==> src/rtl/wash_sequencer_pkg.sv <==
// Shared types for the wash sequencer: state encoding, rinse counter width
// and state-group helpers.
package washer_pkg;

  localparam int RINSE_W = 4;

  typedef enum logic [2:0] {
    S_IDLE      = 3'd0,
    S_FILL      = 3'd1,
    S_DETERGENT = 3'd2,
    S_WASH      = 3'd3,
    S_DRAIN     = 3'd4,
    S_SPIN      = 3'd5,
    S_DONE      = 3'd6,
    S_FAULT     = 3'd7
  } state_t;

  // States in which an open door is a fault condition.
  function automatic logic is_supervised(state_t s);
    return s inside {S_FILL, S_DETERGENT, S_WASH, S_DRAIN, S_SPIN};
  endfunction

  // States that count as part of the soap pass when the soap phase is active.
  function automatic logic is_pass_state(state_t s);
    return s inside {S_FILL, S_DETERGENT, S_WASH, S_DRAIN};
  endfunction

endpackage

==> src/rtl/wash_sequencer_if.sv <==
// Panel/sensor inputs and valve/motor driver outputs of the wash sequencer.
interface wash_sequencer_if;
  import washer_pkg::*;

  logic               start;
  logic               door_close;
  logic               filled;
  logic               detergent_added;
  logic               drained;
  logic               pause;
  logic               door_lock;
  logic               motor_on;
  logic               fill_valve_on;
  logic               drain_valve_on;
  logic               soap_wash;
  logic [RINSE_W-1:0] rinse_count;
  logic               done;
  logic               fault;

  modport master (
    output start, door_close, filled, detergent_added, drained, pause,
    input  door_lock, motor_on, fill_valve_on, drain_valve_on, soap_wash,
           rinse_count, done, fault
  );

  modport slave (
    input  start, door_close, filled, detergent_added, drained, pause,
    output door_lock, motor_on, fill_valve_on, drain_valve_on, soap_wash,
           rinse_count, done, fault
  );

endinterface

==> src/rtl/wash_sequencer_phase_timer.sv <==
// Phase timer shared by all timed states: sync clear, hold, and a terminal
// flag when the count equals the supplied limit.
module phase_timer #(
  parameter int TIMER_W = 16
) (
  input  logic               clk,
  input  logic               reset,
  input  logic               clr_i,
  input  logic               hold_i,
  input  logic [TIMER_W-1:0] limit_i,
  output logic [TIMER_W-1:0] count_o,
  output logic               tc_o
);

  logic [TIMER_W-1:0] count_q, count_d;

  always_comb begin
    count_d = count_q;
    if (clr_i) begin
      count_d = '0;
    end else if (!hold_i) begin
      count_d = count_q + TIMER_W'(1);
    end
  end

  always_ff @(posedge clk) begin
    if (!reset) begin
      count_q <= '0;
    end else begin
      count_q <= count_d;
    end
  end

  assign count_o = count_q;
  assign tc_o    = (count_q == limit_i);

endmodule

==> src/rtl/wash_sequencer.sv <==
// Washing-machine program sequencer: fill, detergent, wash, drain, N rinses,
// spin. Outputs are decoded from the next state and registered with it.
module wash_sequencer
  import washer_pkg::*;
#(
  parameter int TIMER_W       = 16,
  parameter int WASH_TICKS    = 1000,
  parameter int SPIN_TICKS    = 500,
  parameter int RINSE_CNT     = 2,
  parameter int FILL_TIMEOUT  = 2000,
  parameter int DRAIN_TIMEOUT = 2000
) (
  input  logic            clk,
  input  logic            reset,
  wash_sequencer_if.slave bus
);

  localparam logic [TIMER_W-1:0] FILL_LIM  = TIMER_W'(FILL_TIMEOUT - 1);
  localparam logic [TIMER_W-1:0] DRAIN_LIM = TIMER_W'(DRAIN_TIMEOUT - 1);
  localparam logic [TIMER_W-1:0] WASH_LIM  = TIMER_W'(WASH_TICKS - 1);
  localparam logic [TIMER_W-1:0] SPIN_LIM  = TIMER_W'(SPIN_TICKS - 1);

  state_t             state_q, state_d;
  logic               soap_q, soap_d;
  logic [RINSE_W-1:0] rinse_q, rinse_d, rinse_inc;

  logic door_lock_q, door_lock_d;
  logic motor_q, motor_d;
  logic fill_q, fill_d;
  logic drain_q, drain_d;
  logic soap_out_q, soap_out_d;
  logic done_q, done_d;
  logic fault_q, fault_d;

  logic               timer_clr, timer_hold, timer_tc;
  logic [TIMER_W-1:0] timer_lim, timer_cnt;

  always_comb begin
    timer_lim = WASH_LIM;
    case (state_q)
      S_FILL:  timer_lim = FILL_LIM;
      S_DRAIN: timer_lim = DRAIN_LIM;
      S_SPIN:  timer_lim = SPIN_LIM;
      default: timer_lim = WASH_LIM;
    endcase
  end

  // Any state change restarts the timer; pause only freezes agitation/spin.
  assign timer_clr  = (state_d != state_q);
  assign timer_hold = bus.pause && (state_q == S_WASH || state_q == S_SPIN);

  phase_timer #(.TIMER_W(TIMER_W)) u_timer (
    .clk     (clk),
    .reset   (reset),
    .clr_i   (timer_clr),
    .hold_i  (timer_hold),
    .limit_i (timer_lim),
    .count_o (timer_cnt),
    .tc_o    (timer_tc)
  );

  assign rinse_inc = rinse_q + RINSE_W'(1);

  always_comb begin
    state_d = state_q;
    soap_d  = soap_q;
    rinse_d = rinse_q;

    case (state_q)
      S_IDLE: begin
        if (bus.start && bus.door_close) begin
          state_d = S_FILL;
          soap_d  = 1'b1;
          rinse_d = '0;
        end
      end
      S_FILL: begin
        if (bus.filled)    state_d = soap_q ? S_DETERGENT : S_WASH;
        else if (timer_tc) state_d = S_FAULT;
      end
      S_DETERGENT: begin
        if (bus.detergent_added) state_d = S_WASH;
      end
      S_WASH: begin
        if (timer_tc && !bus.pause) state_d = S_DRAIN;
      end
      S_DRAIN: begin
        if (bus.drained) begin
          if (soap_q) begin
            soap_d  = 1'b0;
            state_d = (RINSE_CNT > 0) ? S_FILL : S_SPIN;
          end else begin
            rinse_d = rinse_inc;
            state_d = (int'(rinse_inc) < RINSE_CNT) ? S_FILL : S_SPIN;
          end
        end else if (timer_tc) begin
          state_d = S_FAULT;
        end
      end
      S_SPIN: begin
        if (timer_tc && !bus.pause) state_d = S_DONE;
      end
      S_DONE:  state_d = S_IDLE;
      S_FAULT: state_d = S_FAULT;
      default: state_d = S_IDLE;
    endcase

    // An open door overrides everything else while the drum is in use.
    if (is_supervised(state_q) && !bus.door_close) begin
      state_d = S_FAULT;
      soap_d  = soap_q;
      rinse_d = rinse_q;
    end

    door_lock_d = is_supervised(state_d) || (state_d == S_FAULT);
    motor_d     = (state_d == S_WASH || state_d == S_SPIN) && !bus.pause;
    fill_d      = (state_d == S_FILL);
    drain_d     = (state_d == S_DRAIN || state_d == S_SPIN || state_d == S_FAULT);
    soap_out_d  = soap_d && is_pass_state(state_d);
    done_d      = (state_d == S_DONE);
    fault_d     = (state_d == S_FAULT);
  end

  always_ff @(posedge clk) begin
    if (!reset) begin
      state_q     <= S_IDLE;
      soap_q      <= 1'b0;
      rinse_q     <= '0;
      door_lock_q <= 1'b0;
      motor_q     <= 1'b0;
      fill_q      <= 1'b0;
      drain_q     <= 1'b0;
      soap_out_q  <= 1'b0;
      done_q      <= 1'b0;
      fault_q     <= 1'b0;
    end else begin
      state_q     <= state_d;
      soap_q      <= soap_d;
      rinse_q     <= rinse_d;
      door_lock_q <= door_lock_d;
      motor_q     <= motor_d;
      fill_q      <= fill_d;
      drain_q     <= drain_d;
      soap_out_q  <= soap_out_d;
      done_q      <= done_d;
      fault_q     <= fault_d;
    end
  end

  assign bus.door_lock      = door_lock_q;
  assign bus.motor_on       = motor_q;
  assign bus.fill_valve_on  = fill_q;
  assign bus.drain_valve_on = drain_q;
  assign bus.soap_wash      = soap_out_q;
  assign bus.rinse_count    = rinse_q;
  assign bus.done           = done_q;
  assign bus.fault          = fault_q;

  a_wash_timer_bound: assert property (@(posedge clk) disable iff (!reset)
    (state_q == S_WASH) |-> (timer_cnt < TIMER_W'(WASH_TICKS)));

endmodule

==> src/flat_wrapper.sv <==
// flat-port wrapper written by rule: the top's interface ports become plain ports
module wash_sequencer_flat import washer_pkg::*;
#(
  parameter int TIMER_W       = 16,
  parameter int WASH_TICKS    = 1000,
  parameter int SPIN_TICKS    = 500,
  parameter int RINSE_CNT     = 2,
  parameter int FILL_TIMEOUT  = 2000,
  parameter int DRAIN_TIMEOUT = 2000
)
  (clk, reset, bus_start, bus_door_close, bus_filled, bus_detergent_added, bus_drained, bus_pause, bus_door_lock, bus_motor_on, bus_fill_valve_on, bus_drain_valve_on, bus_soap_wash, bus_rinse_count, bus_done, bus_fault);
  wash_sequencer_if bus_i ();
  input  logic clk;
  input  logic reset;
  input wire logic [$bits(bus_i.start)-1:0] bus_start;
  input wire logic [$bits(bus_i.door_close)-1:0] bus_door_close;
  input wire logic [$bits(bus_i.filled)-1:0] bus_filled;
  input wire logic [$bits(bus_i.detergent_added)-1:0] bus_detergent_added;
  input wire logic [$bits(bus_i.drained)-1:0] bus_drained;
  input wire logic [$bits(bus_i.pause)-1:0] bus_pause;
  output wire logic [$bits(bus_i.door_lock)-1:0] bus_door_lock;
  output wire logic [$bits(bus_i.motor_on)-1:0] bus_motor_on;
  output wire logic [$bits(bus_i.fill_valve_on)-1:0] bus_fill_valve_on;
  output wire logic [$bits(bus_i.drain_valve_on)-1:0] bus_drain_valve_on;
  output wire logic [$bits(bus_i.soap_wash)-1:0] bus_soap_wash;
  output wire logic [$bits(bus_i.rinse_count)-1:0] bus_rinse_count;
  output wire logic [$bits(bus_i.done)-1:0] bus_done;
  output wire logic [$bits(bus_i.fault)-1:0] bus_fault;
  assign bus_i.start = bus_start;
  assign bus_i.door_close = bus_door_close;
  assign bus_i.filled = bus_filled;
  assign bus_i.detergent_added = bus_detergent_added;
  assign bus_i.drained = bus_drained;
  assign bus_i.pause = bus_pause;
  assign bus_door_lock = bus_i.door_lock;
  assign bus_motor_on = bus_i.motor_on;
  assign bus_fill_valve_on = bus_i.fill_valve_on;
  assign bus_drain_valve_on = bus_i.drain_valve_on;
  assign bus_soap_wash = bus_i.soap_wash;
  assign bus_rinse_count = bus_i.rinse_count;
  assign bus_done = bus_i.done;
  assign bus_fault = bus_i.fault;
  wash_sequencer #(.TIMER_W(TIMER_W), .WASH_TICKS(WASH_TICKS), .SPIN_TICKS(SPIN_TICKS), .RINSE_CNT(RINSE_CNT), .FILL_TIMEOUT(FILL_TIMEOUT), .DRAIN_TIMEOUT(DRAIN_TIMEOUT)) u_core (.clk(clk), .reset(reset), .bus(bus_i));
endmodule
==> config.mk <==
export PLATFORM = sky130hd
export DESIGN_NAME = wash_sequencer_flat
export DESIGN_NICKNAME = d
export VERILOG_FILES = /design/src/rtl/wash_sequencer_pkg.sv /design/src/rtl/wash_sequencer_if.sv /design/src/rtl/wash_sequencer_phase_timer.sv /design/src/rtl/wash_sequencer.sv /design/src/flat_wrapper.sv
export SDC_FILE = /design/constraint.sdc
export NUM_CORES = 1
export LEC_CHECK = 0
export ABC_AREA = 1
export BUFFER_PORTS_ARGS = -buffer_cell sky130_fd_sc_hd__clkbuf_2
export CORE_MARGIN = 8
export CORE_UTILIZATION = 58
export CTS_CLUSTER_SIZE = 40
export DETAILED_ROUTE_END_ITERATION = 6
export GPL_TIMING_DRIVEN = 0
export PLACE_DENSITY = 0.82
export SYNTH_ARGS = -nofsm -noshare
export SYNTH_HDL_FRONTEND = slang
export SYNTH_SLANG_ARGS = --single-unit
==> constraint.sdc <==
create_clock -name clk -period 2.59 [get_ports clk]
set_clock_uncertainty 0.05 [all_clocks]
set_input_delay 0.518 -clock clk [delete_from_list [all_inputs] [get_ports clk]]
set_output_delay 0.518 -clock clk [all_outputs]
set_load 0.005 [all_outputs]
==> results by group, run 1 <==
Status
  • Status: complete, no violations

Clock tree
  • Number of buffers added to fix hold violations after cts: 0
  • Number of buffers added for setup after CTS: 0
  • Resized Gates After CTS: 0
  • Insertion delay to the later sink of the worst-skew pair: around 0.33 ns
  • Library cell used as clock root buffer: sky130_fd_sc_hd__clkbuf_4
  • TritonCTS clock tree: built
  • Number of clock buffers inserted by TritonCTS: 5
  • CTS clock-pin slew for the worst setup and hold paths: 0.10 ns
  • Sink Count: 31
  • Htree depth: 2
  • Max Root-Sink Buffers: 2

Critical path
  • Class of the most critical setup path: reg -> reg
  • Req. time, crit path: 2.80 ns
  • Data arrival time of the worst path: about 2.5 ns
  • Startpoint types: flop
  • Largest fanout on the critical path: 10
  • Length in cells of the worst reg-to-reg path: 17
  • Endpoint kind of the worst setup timing path: flop

GRT
  • Total global routing overflow: 0
  • Wire length of the first global-routing pass: ~6700 um
  • Number of global-route vias before repair: roughly 1500
  • Global routing usage summed across all routing layers: ~16%
  • Largest net degree at the start of global routing: 11
  • Antenna violations before repair: 0

Power and ir drop
  • P_int: 0.001056 W
  • Share of total power in combinational logic: between 50% and 60%
  • Static leakage: 0.8827 nW
  • Power density normalized to cell area: approximately 1000 mW/mm2
  • IR Drop Worst-Case VDD: 0.5644 mV
  • Clock group share of total power: between 10 and 15%
  • Sw Ratio: about 48%
  • Sequential share of power: 29.6%
  • Sw power: approximately 0.00096 W

STA
  • Final worst path period share: 87.22%
  • Setup Total Neg Slack: 0 ns
  • Relative slew slack: 75.28%
  • Count of endpoints failing setup in the final report: 0
  • Final hold slack: around 0.46 ns
  • Count of pins over their slew limit: 0
  • RSZ-0062 raised after global routing: no
  • Number of hold violations in the final report: 0
  • Highest Clock Rate: between 400 and 500 MHz
  • Final setup slack of the worst path: approximately 0.33 ns
  • Tightest Pin Transition: around 0.37 ns
  • Min Clock Period, post-route: around 2.3 ns

Detailed routing
  • DRC violations left: 0
  • Number of DRC violations after detailed-routing iteration 0: ~140
  • Detailed Routing Iterations Pass 1: 4
  • Total wire length: between 3000 and 4000 um
  • Wire per inst: ~12 um
  • Count of antenna-violating nets left after detailed routing: 0
  • Avg Vias per Cell: roughly 5.1
  • Via total after detailed routing: around 1600

Placed design
  • Detailed placement HPWL: about 2900 um
  • GP Congestion: 0.8755
  • Placed cells: roughly 310
  • Number of port buffers: 17
  • Worst slack at placement: approximately 0.38 ns

Logic synthesis
  • Synth Warn #: 0
  • Flop and latch count out of synthesis: 31
  • Cell type with the largest total area after synthesis: sky130_fd_sc_hd__dfxtp_1
  • Fraction of post-synthesis cell area in the top cell type by area: around a third
  • Average cell area after synthesis: ~7.4 um2
  • Post-Synthesis Net Count: between 200 and 300
  • Share of synthesized area occupied by flip-flops and latches: 33.11%
  • Synth cell count leaders: sky130_fd_sc_hd__nand2_1, sky130_fd_sc_hd__inv_1, sky130_fd_sc_hd__dfxtp_1
  • Cell count after synthesis: between 200 and 300
  • Number of enable-type register cells in the synthesized netlist: 0
  • Async SR Flop Fraction: 0%
  • Most area-consuming cells after synthesis: sky130_fd_sc_hd__dfxtp_1, sky130_fd_sc_hd__nand2_1, sky130_fd_sc_hd__inv_1
  • Post-synthesis instance area: 0.001874 mm2
  • Number of distinct library cell variants in the gate-level netlist after synthesis: 32
  • Most repeated cell in the gate-level netlist after synthesis: sky130_fd_sc_hd__nand2_1
  • Flip-flop cell with the highest count after synthesis: sky130_fd_sc_hd__dfxtp_1

Die
  • Initial core utilization: between 60 and 70%
  • Height of the chip: around 73 um
  • Core region area: a little over 0.003 mm2
  • Cell Rows: 20
  • DIE AREA: between 0.005 and 0.006 mm2
  • Ports placed on the boundary: 19
  • Horizontal die dimension: approximately 73 um

Final layout
  • Final instance count without filler cells: 320
  • Synthesis-to-finish area growth: 10.48%
  • Ant diodes: 0
  • Share of post-route cells with drive strength above 1: roughly a quarter
  • Final net count: 286

Flow run
  • Number of violations of the max-capacitance limit: 0

Hold path
  • Worst hold-check path type: in -> reg
  • Worst Hold Depth: 3
==> kinds of logic after synthesis <==
group | Yosys count | synth area share [%]
and+or+nand+nor | 136 | 40.59
buffers and inverters | 45 | 10.81
DFF | 31 | 33.11
AOI/OAI and AO/OA | 23 | 7.076
xor gates and xnor gates | 14 | 6.542
adders and majority gates | 2 | 1.335
muxes | 1 | 0.5341
==> final timing paths <==
check                                                            start                                endpoint  slack, ns
worst max-delay path                      u_core.state_q[1]$_SDFF_PN0_  u_core.u_timer.count_o[2]$_SDFFE_PP0N_       0.33
worst min-delay path                                             reset            u_core.state_q[1]$_SDFF_PN0_       0.46
worst max register to register            u_core.state_q[1]$_SDFF_PN0_  u_core.u_timer.count_o[2]$_SDFFE_PP0N_       0.33
worst min register to register  u_core.bus.rinse_count[3]$_SDFFE_PN0P_  u_core.bus.rinse_count[3]$_SDFFE_PN0P_       0.46
==> flip-flops by register name, summed over array words and instances (netlist names) <==
name	cells
u_core.soap_q	1
u_core.bus.motor_on	1
u_core.bus.done	1
u_core.state_q	3
u_core.bus.door_lock	1
u_core.bus.fill_valve_on	1
u_core.bus.rinse_count	4
u_core.bus.drain_valve_on	1
u_core.u_timer.count_o	16
u_core.bus.fault	1
u_core.bus.soap_wash	1
==> power by group through the flow <==
| stage | Clock, W | Combinational, W | Sequential (W) |
|---|---|---|---|
| floorplan | 0 | 0.000902 | 0.000607 |
| global placement | 0 | 0.00111 | 0.000604 |
| detailed placement | 0 | 0.00113 | 0.000608 |
| CTS | 0.000296 | 0.00113 | 0.000597 |
| global route | 0.000326 | 0.00126 | 0.000607 |
| finish | 0.000285 | 0.00113 | 0.000597 |
==> final cells by class <==
cell class	count	area [um2]
Multi-Input combinational cell	176	1051
Fill cell	281	982.2
Sequential cell	31	620.6
Inverter	40	152.6
Timing Repair Buffer	17	85.08
Tap cell	44	55.05
Clock buffer	6	51.30
Buffer	5	50.05
Clock inverter	1	5.005
==> cells in the final DEF (no fill, tap or decap), types with 4 or more instances in the layout <==
cell type,count
sky130_fd_sc_hd__a21oi_1,8
sky130_fd_sc_hd__buf_6,4
sky130_fd_sc_hd__clkbuf_2,17
sky130_fd_sc_hd__clkbuf_4,5
sky130_fd_sc_hd__dfxtp_1,31
sky130_fd_sc_hd__inv_1,36
sky130_fd_sc_hd__nand2_1,49
sky130_fd_sc_hd__nand2_2,10
sky130_fd_sc_hd__nand3_1,18
sky130_fd_sc_hd__nor2_1,20
sky130_fd_sc_hd__nor3_1,10
sky130_fd_sc_hd__nor3_2,12
sky130_fd_sc_hd__o21ai_0,8
sky130_fd_sc_hd__xor2_1,12
==> stage by stage <==
step | instance area, um2 | utilization, % | total power (W)
after floorplan | 1874 | - | 0.001509
after global placement | 2014 | 65.98 | 0.001713
after detailed placement | 2014 | 65.98 | 0.001738
after CTS | 2071 | 67.83 | 0.002025
after global routing | 2071 | 67.83 | 0.002193
final | 2071 | 67.83 | 0.002016
==> routing by layer <==
metal	part of all wire (%)	GRT usage (%)	vias up
li1	-	-	857
met1	46	20.16	721
met2	46	24.25	49
met3	7.1	5.495	4
met4	0.49	3.333	0
met5	0	0	-
==> worst max-delay path: stages (launching register included) <==
cell	delay [ns]
sky130_fd_sc_hd__dfxtp_1	0.56
sky130_fd_sc_hd__inv_4	0.10
sky130_fd_sc_hd__nand3_2	0.13
sky130_fd_sc_hd__nand2_2	0.06
sky130_fd_sc_hd__nand2_1	0.05
sky130_fd_sc_hd__nand2_1	0.05
sky130_fd_sc_hd__nand2_1	0.06
sky130_fd_sc_hd__inv_2	0.04
sky130_fd_sc_hd__nand2_2	0.08
sky130_fd_sc_hd__nand2_1	0.07
sky130_fd_sc_hd__nand2_1	0.07
sky130_fd_sc_hd__nand2_1	0.05
sky130_fd_sc_hd__nor2_1	0.12
sky130_fd_sc_hd__nand3_2	0.16
sky130_fd_sc_hd__nand2_2	0.12
sky130_fd_sc_hd__nand3_4	0.12
sky130_fd_sc_hd__buf_6	0.17
sky130_fd_sc_hd__nor3_2	0.11
No activity file was read; power rests on OpenSTA's default activity.
==> run 2, diff against run 1 <==
--- a/config.mk
+++ b/config.mk
@@ -5,7 +5,6 @@
 export SDC_FILE = /design/constraint.sdc
 export NUM_CORES = 1
 export LEC_CHECK = 0
-export ABC_AREA = 1
 export BUFFER_PORTS_ARGS = -buffer_cell sky130_fd_sc_hd__clkbuf_2
 export CORE_MARGIN = 8
 export CORE_UTILIZATION = 58
@@ -13,6 +12,7 @@
 export DETAILED_ROUTE_END_ITERATION = 6
 export GPL_TIMING_DRIVEN = 0
 export PLACE_DENSITY = 0.82
+export REMOVE_ABC_BUFFERS = 1
 export SYNTH_ARGS = -nofsm -noshare
 export SYNTH_HDL_FRONTEND = slang
 export SYNTH_SLANG_ARGS = --single-unit
==> run 2 against run 1 <==
Maximum frequency is 3.8% lower. Clock power is 40% higher. Largest power group is now sequential cells. Synthesized cell count is 5.6% lower. Largest cell class unchanged. Cell count is 6.9% lower. Area after synthesis hardly changed. Non-clock buffer count is 4 lower. Final area is 0.60% lower. Worst hold slack worse by 0.049 ns. Register-to-register slack worse by 0.09 ns. Sequential share of layout area is 0.49 points higher. Flip-flop and latch count stayed put. Combinational power is 47% lower. Highest routed layer unchanged.
==> results by group, run 2 <==
Clock tree
  • TritonCTS clock tree: built
  • Sink Count: 31
  • Insertion delay to the later sink of the worst-skew pair: 0.33 ns
  • Number of clock buffers inserted by TritonCTS: 5
  • CTS clock-pin slew for the worst setup and hold paths: around 0.10 ns
  • Htree depth: 2
  • Library cell used as clock root buffer: sky130_fd_sc_hd__clkbuf_4
  • Max Root-Sink Buffers: 2

Logic synthesis
  • Synth Warn #: 0
  • Cell count after synthesis: ~240
  • Number of distinct library cell variants in the gate-level netlist after synthesis: 50
  • Most repeated cell in the gate-level netlist after synthesis: sky130_fd_sc_hd__nor2_1
  • Cell type with the largest total area after synthesis: sky130_fd_sc_hd__dfxtp_1
  • Synth cell count leaders: sky130_fd_sc_hd__nor2_1, sky130_fd_sc_hd__dfxtp_1, sky130_fd_sc_hd__nand2_1
  • Number of enable-type register cells in the synthesized netlist: 0
  • Most area-consuming cells after synthesis: sky130_fd_sc_hd__dfxtp_1, sky130_fd_sc_hd__nor2_1, sky130_fd_sc_hd__xor2_1
  • Post-synthesis instance area: approximately 0.0019 mm2
  • Average cell area after synthesis: 7.870 um2
  • Async SR Flop Fraction: 0%
  • Flop and latch count out of synthesis: 31
  • Fraction of post-synthesis cell area in the top cell type by area: 33.13%
  • Flip-flop cell with the highest count after synthesis: sky130_fd_sc_hd__dfxtp_1
  • Share of synthesized area occupied by flip-flops and latches: between 30 and 40%

STA
  • Final worst path period share: between 90 and 100%
  • Final hold slack: 0.4069 ns
  • Number of hold violations in the final report: 0
  • Min Clock Period, post-route: 2.349 ns
  • Relative slew slack: about three quarters
  • Count of pins over their slew limit: 0
  • RSZ-0062 raised after global routing: no
  • Highest Clock Rate: 425.7 MHz
  • Count of endpoints failing setup in the final report: 0
  • Tightest Pin Transition: slightly below 0.4 ns

Power and ir drop
  • Total design power: approximately 0.0017 W
  • Sequential share of power: about two fifths
  • Clock group share of total power: between 20% and 30%
  • IR Drop Worst-Case VDD: roughly 0.62 mV
  • Power density normalized to cell area: 808.1 mW/mm2
  • P_int: 0.001051 W
  • Static leakage: roughly 0.8 nW
  • Share of total power in combinational logic: 36.3%
  • Sw power: slightly above 0.0006 W
  • Sw Ratio: a little under two fifths

Critical path
  • Class of the most critical setup path: reg -> reg
  • Reg2Reg Capture Point: u_core.u_timer.count_o[10]$_SDFFE_PP0N_
  • Req. time, crit path: 2.76 ns
  • Length in cells of the worst reg-to-reg path: 7
  • Largest fanout on the critical path: 20
  • Data arrival time of the worst path: around 2.5 ns
  • Endpoint kind of the worst setup timing path: flop
  • Startpoint types: flop
  • Worst r2r src: u_core.state_q[2]$_SDFF_PN0_
  • Reg-to-reg slack, setup: between 0.2 and 0.25 ns

Placed design
  • Placed cells: slightly below 300
  • Number of port buffers: 18
  • Detailed placement HPWL: 2733 um
  • GP Congestion: approximately 0.86

GRT
  • Global routing usage summed across all routing layers: between 10 and 15%
  • Total global routing overflow: 0
  • Antenna violations before repair: 0
  • Number of global-route vias before repair: ~1400
  • Wire length of the first global-routing pass: 6354 um
  • Largest net degree at the start of global routing: 26

Die
  • Initial core utilization: 61.35%
  • Height of the chip: 72.83 um
  • DIE AREA: 0.005303 mm2
  • Ports placed on the boundary: 19
  • Core region area: between 0.003 and 0.004 mm2
  • Cell Rows: 20
  • Horizontal die dimension: 72.83 um

Status
  • Status: complete, no violations

Flow run
  • Number of violations of the max-capacitance limit: 0

Final layout
  • Ant diodes: 0
  • Largest register FFs: 16
  • Highest-count cells in the layout ignoring fill and taps: sky130_fd_sc_hd__nor2_1, sky130_fd_sc_hd__dfxtp_1, sky130_fd_sc_hd__nand2_1
  • Share of post-route cells with drive strength above 1: 15.35%
  • Final net count: 263
  • Synthesis-to-finish area growth: 9.886%
  • Final instance count without filler cells: 298
  • Most common cell after layout, fill and taps aside: sky130_fd_sc_hd__nor2_1
  • Post-Route Utilization: 67.42%

Detailed routing
  • Wire per inst: ~13 um
  • Count of antenna-violating nets left after detailed routing: 0
  • Number of DRC violations after detailed-routing iteration 0: 108
  • Detailed Routing Iterations Pass 1: 5
  • Via total after detailed routing: roughly 1600
  • Avg Vias per Cell: 5.389
  • Total wire length: around 3800 um
  • DRC violations left: 0

Hold path
  • Worst hold-check path type: in -> reg
  • Hold path startpoint: reset
  • Worst Hold Depth: 2
  • Sink of the worst hold path: u_core.bus.door_lock$_SDFF_PN0_
[run 2: cell types whose count changed after synthesis, sizes merged, moves of 6 or more]
cell | previous run | this run
inv | 40 | 6
nand2 | 59 | 25
nor3 | 22 | 8
nand3 | 24 | 13
nor2b | 0 | 11
nor2 | 23 | 32
a21oi | 8 | 14
[run 2: worst max-delay path: stages (launching register included)]
cell	delay, ns
sky130_fd_sc_hd__dfxtp_2	0.57
sky130_fd_sc_hd__and3b_1	0.31
sky130_fd_sc_hd__mux2i_1	0.24
sky130_fd_sc_hd__o2111ai_2	0.21
sky130_fd_sc_hd__and3_1	0.22
sky130_fd_sc_hd__or3_4	0.34
sky130_fd_sc_hd__nand4b_4	0.21
sky130_fd_sc_hd__nor2_1	0.08
[run 2: timing repair]
| action | in CTS | in global routing |
|---|---|---|
| endpoints found under the setup margin | 16 | 22 |
| gates resized for setup | 2 | 2 |
| buffers inserted | 0 | 0 |
| hold buffers | 0 | 0 |
[run 2: cell type report]
class                           instances  area [um2]
Clock inverter                          2       35.03
Sequential cell                        31       626.9
Clock buffer                            6       51.30
Multi-Input combinational cell        191        1177
Inverter                                6       22.52
Fill cell                             263       994.7
Timing Repair Buffer                   18       90.09
Tap cell                               44       55.05
[run 2: through the flow]
stage               instance area (um2)  setup TNS, ns  setup WS (ns)
floorplan                          1821              0         0.3174
global placement                   1966        -0.1097      -0.009711
detailed placement                 1966       -0.09135       -0.01548
CTS                                2054              0        0.06391
global route                       2058              0       0.003151
finish                             2058              0         0.2411
[run 2: logic make-up (layout without fill, tap and decap cells)]
family	Yosys count	count (layout)	share of synthesized area, %
flip-flops	31	31	33.13
adder cells (fa/ha/maj)	2	2	1.336
multiplexers	7	7	3.808
AO/OA/AOI/OAI	40	40	14.56
AND/OR/NAND/NOR	123	123	34.27
XOR/XNOR	19	19	8.884
buffers and inverters	16	32	4.008
[run 2: per-layer routing]
metal	share of wire, %	up-vias	GRT usage, %
li1	-	857	-
met1	50	707	19.20
met2	43	34	22.86
met3	4.8	8	3.571
met4	1.7	0	6.667
met5	0	-	0
[run 2: worst max path at each step]
stage,from,to,cells after the start
after floorplan,u_core.state_q[0]$_SDFF_PN0_,u_core.u_timer.count_o[0]$_SDFFE_PP0N_,7
after global placement,u_core.state_q[0]$_SDFF_PN0_,u_core.u_timer.count_o[0]$_SDFFE_PP0N_,7
after detailed placement,u_core.state_q[2]$_SDFF_PN0_,u_core.u_timer.count_o[10]$_SDFFE_PP0N_,7
after CTS,u_core.state_q[1]$_SDFF_PN0_,u_core.u_timer.count_o[8]$_SDFFE_PP0N_,7
after global routing,u_core.state_q[2]$_SDFF_PN0_,u_core.bus.motor_on$_SDFF_PN0_,7
final,u_core.state_q[2]$_SDFF_PN0_,u_core.u_timer.count_o[10]$_SDFFE_PP0N_,7
[run 2: power by group through the flow]
stage / clock network [W] / logic (W) / registers [W]
6_report: 0.000399 / 0.000603 / 0.000661
2_1_floorplan: 0 / 0.000470 / 0.000637
4_1_cts: 0.000404 / 0.000608 / 0.000655
3_3_place_gp: 0 / 0.000595 / 0.000660
3_5_place_dp: 0 / 0.000605 / 0.000663
5_1_grt: 0.000425 / 0.000674 / 0.000677
==> run 3, diff against run 2 <==
--- a/config.mk
+++ b/config.mk
@@ -5,6 +5,7 @@
 export SDC_FILE = /design/constraint.sdc
 export NUM_CORES = 1
 export LEC_CHECK = 0
+export ABC_CLOCK_PERIOD_IN_PS = 2400
 export BUFFER_PORTS_ARGS = -buffer_cell sky130_fd_sc_hd__clkbuf_2
 export CORE_MARGIN = 8
 export CORE_UTILIZATION = 58
==> constraint.sdc (replaced) <==
create_clock -name clk -period 2.4 [get_ports clk]
set_clock_uncertainty 0.05 [all_clocks]
set_input_delay 0.48 -clock clk [delete_from_list [all_inputs] [get_ports clk]]
set_output_delay 0.48 -clock clk [all_outputs]
set_load 0.005 [all_outputs]
==> run 3 against run 2 <==
Global-route usage is the same. Worst hold slack lost 0.031 ns. Via count is essentially flat.
==> results by group, run 3 (synthesis gave the netlist of run 2 again) <==
Detailed routing
  • Via total after detailed routing: about 1600
  • Avg Vias per Cell: 5.386
  • Total wire length: between 3000 and 4000 um
  • DRC violations left: 0
  • Detailed Routing Iterations Pass 1: 4
  • Wire per inst: ~13 um
  • Number of DRC violations after detailed-routing iteration 0: 153
  • Count of antenna-violating nets left after detailed routing: 0

Critical path
  • CP max-delay cell: sky130_fd_sc_hd__dfxtp_4
  • Startpoint types: flop
  • Largest fanout on the critical path: 25
  • Length in cells of the worst reg-to-reg path: 7
  • Max stage delay on crit path: 0.50 ns
  • Class of the most critical setup path: reg -> reg
  • Family of cells with the greatest summed delay on the critical path: simple AND/OR/NAND/NOR gates
  • Cell count along the critical path: 7
  • Data arrival time of the worst path: 2.41 ns
  • Endpoint kind of the worst setup timing path: flop
  • Req. time, crit path: ~2.6 ns
  • Ordered cell list for the critical path: and3b_1, mux2i_1, o2111ai_2, and3_1, or3_4, nand4b_4, nor2_1
  • Worst path bufs/invs: 0

Status
  • Status: complete, no violations

STA
  • Final hold slack: 0.3760 ns
  • Final worst path period share: approximately 93%
  • Highest Clock Rate: between 400 and 500 MHz
  • Min Clock Period, post-route: 2.242 ns
  • RSZ-0062 raised after global routing: no
  • Setup Total Neg Slack: 0 ns
  • Count of endpoints failing setup in the final report: 0
  • Number of hold violations in the final report: 0
  • Final setup slack of the worst path: 0.1583 ns
  • Relative slew slack: 73.40%
  • Count of pins over their slew limit: 0
  • Tightest Pin Transition: between 0.3 and 0.4 ns

GRT
  • Wire length of the first global-routing pass: 6354 um
  • Largest net degree at the start of global routing: 26
  • Number of global-route vias before repair: ~1400
  • Antenna violations before repair: 0
  • Total global routing overflow: 0
  • Global routing usage summed across all routing layers: around 15%

Clock tree
  • Insertion delay to the later sink of the worst-skew pair: around 0.33 ns
  • Number of clock buffers inserted by TritonCTS: 5
  • Number of buffers added for setup after CTS: 0
  • CTS clock-pin slew for the worst setup and hold paths: around 0.1 ns
  • Resized Gates After CTS: 3
  • Htree depth: 2
  • Number of buffers added to fix hold violations after cts: 0
  • Library cell used as clock root buffer: sky130_fd_sc_hd__clkbuf_4
  • TritonCTS clock tree: built
  • Sink Count: 31
  • Max Root-Sink Buffers: 2

Power and ir drop
  • Power density normalized to cell area: about 870 mW/mm2
  • IR Drop Worst-Case VDD: 0.6635 mV
  • Static leakage: roughly 0.81 nW

Die
  • Ports placed on the boundary: 19
  • Initial core utilization: 61.35%
  • Height of the chip: 72.83 um
  • Cell Rows: 20
  • DIE AREA: 0.005303 mm2
  • Horizontal die dimension: 72.83 um
  • Core region area: between 0.003 and 0.004 mm2

Flow run
  • Number of violations of the max-capacitance limit: 0

Final layout
  • Synthesis-to-finish area growth: 10.29%
  • Final instance area: roughly 0.0021 mm2
  • Most common cell after layout, fill and taps aside: sky130_fd_sc_hd__nor2_1
  • Ant diodes: 0
  • Largest register FFs: 16
  • Share of post-route cells with drive strength above 1: roughly 16%
  • Highest-count cells in the layout ignoring fill and taps: sky130_fd_sc_hd__nor2_1, sky130_fd_sc_hd__dfxtp_1, sky130_fd_sc_hd__nand2_1
  • Final net count: 263

Placed design
  • Worst slack at placement: -0.2055 ns
  • GP Congestion: between 0.8 and 0.9
  • Post-placement cell area: 0.001966 mm2
  • Number of port buffers: 18
  • Detailed placement HPWL: between 2000 and 3000 um

Hold path
  • Worst hold-check path type: in -> reg
  • Worst Hold Depth: 2
-- run 3: layout make-up --
class,instances,area [um2]
multi-input combinational,191,1180
fill,260,987.2
sequential,31,631.9
timing repair buffer,18,90.09
tap,44,55.05
clock buffer,6,51.30
clock inverter,2,35.03
inverter,6,22.52
-- run 3: path summary, 6_finish.rpt --
kind                                                              from                                 endpoint  slack [ns]
worst min register to register  u_core.bus.rinse_count[1]$_SDFFE_PN0P_   u_core.bus.rinse_count[1]$_SDFFE_PN0P_        0.48
worst min-delay path                                             reset             u_core.state_q[1]$_SDFF_PN0_        0.38
worst max register to register            u_core.state_q[0]$_SDFF_PN0_  u_core.u_timer.count_o[10]$_SDFFE_PP0N_        0.16
worst max-delay path                      u_core.state_q[0]$_SDFF_PN0_  u_core.u_timer.count_o[10]$_SDFFE_PP0N_        0.16
-- run 3: through the flow --
step	instances	utilization, %	power, W
2_1_floorplan	228	-	0.001195
3_3_place_gp	290	64.39	0.001354
3_5_place_dp	290	64.39	0.001368
4_1_cts	298	67.34	0.001800
5_1_grt	298	67.66	0.001927
6_report	298	67.66	0.001800
-- run 3: power by group --
group | total [W] | switching, W | internal, W
Clock | 0.000427 | 0.000181 | 0.000246
Combinational | 0.000655 | 0.000350 | 0.000305
Sequential | 0.000719 | 0.000128 | 0.000591
-- run 3: worst register-to-register path: cells and delay by family (launching register included) --
| family | cells | cell delay [ns] |
|---|---|---|
| AOI/OAI and AO/OA | 1 | 0.21 |
| and+or+nand+nor | 5 | 1.15 |
| DFF | 1 | 0.50 |
| muxes | 1 | 0.24 |
-- run 3: layer usage --
layer	vias up	share of wire, %	global-route usage, %
li1	860	-	-
met1	701	50	19.20
met2	36	43	22.86
met3	8	5.3	3.571
met4	0	1.7	6.667
met5	-	0	0
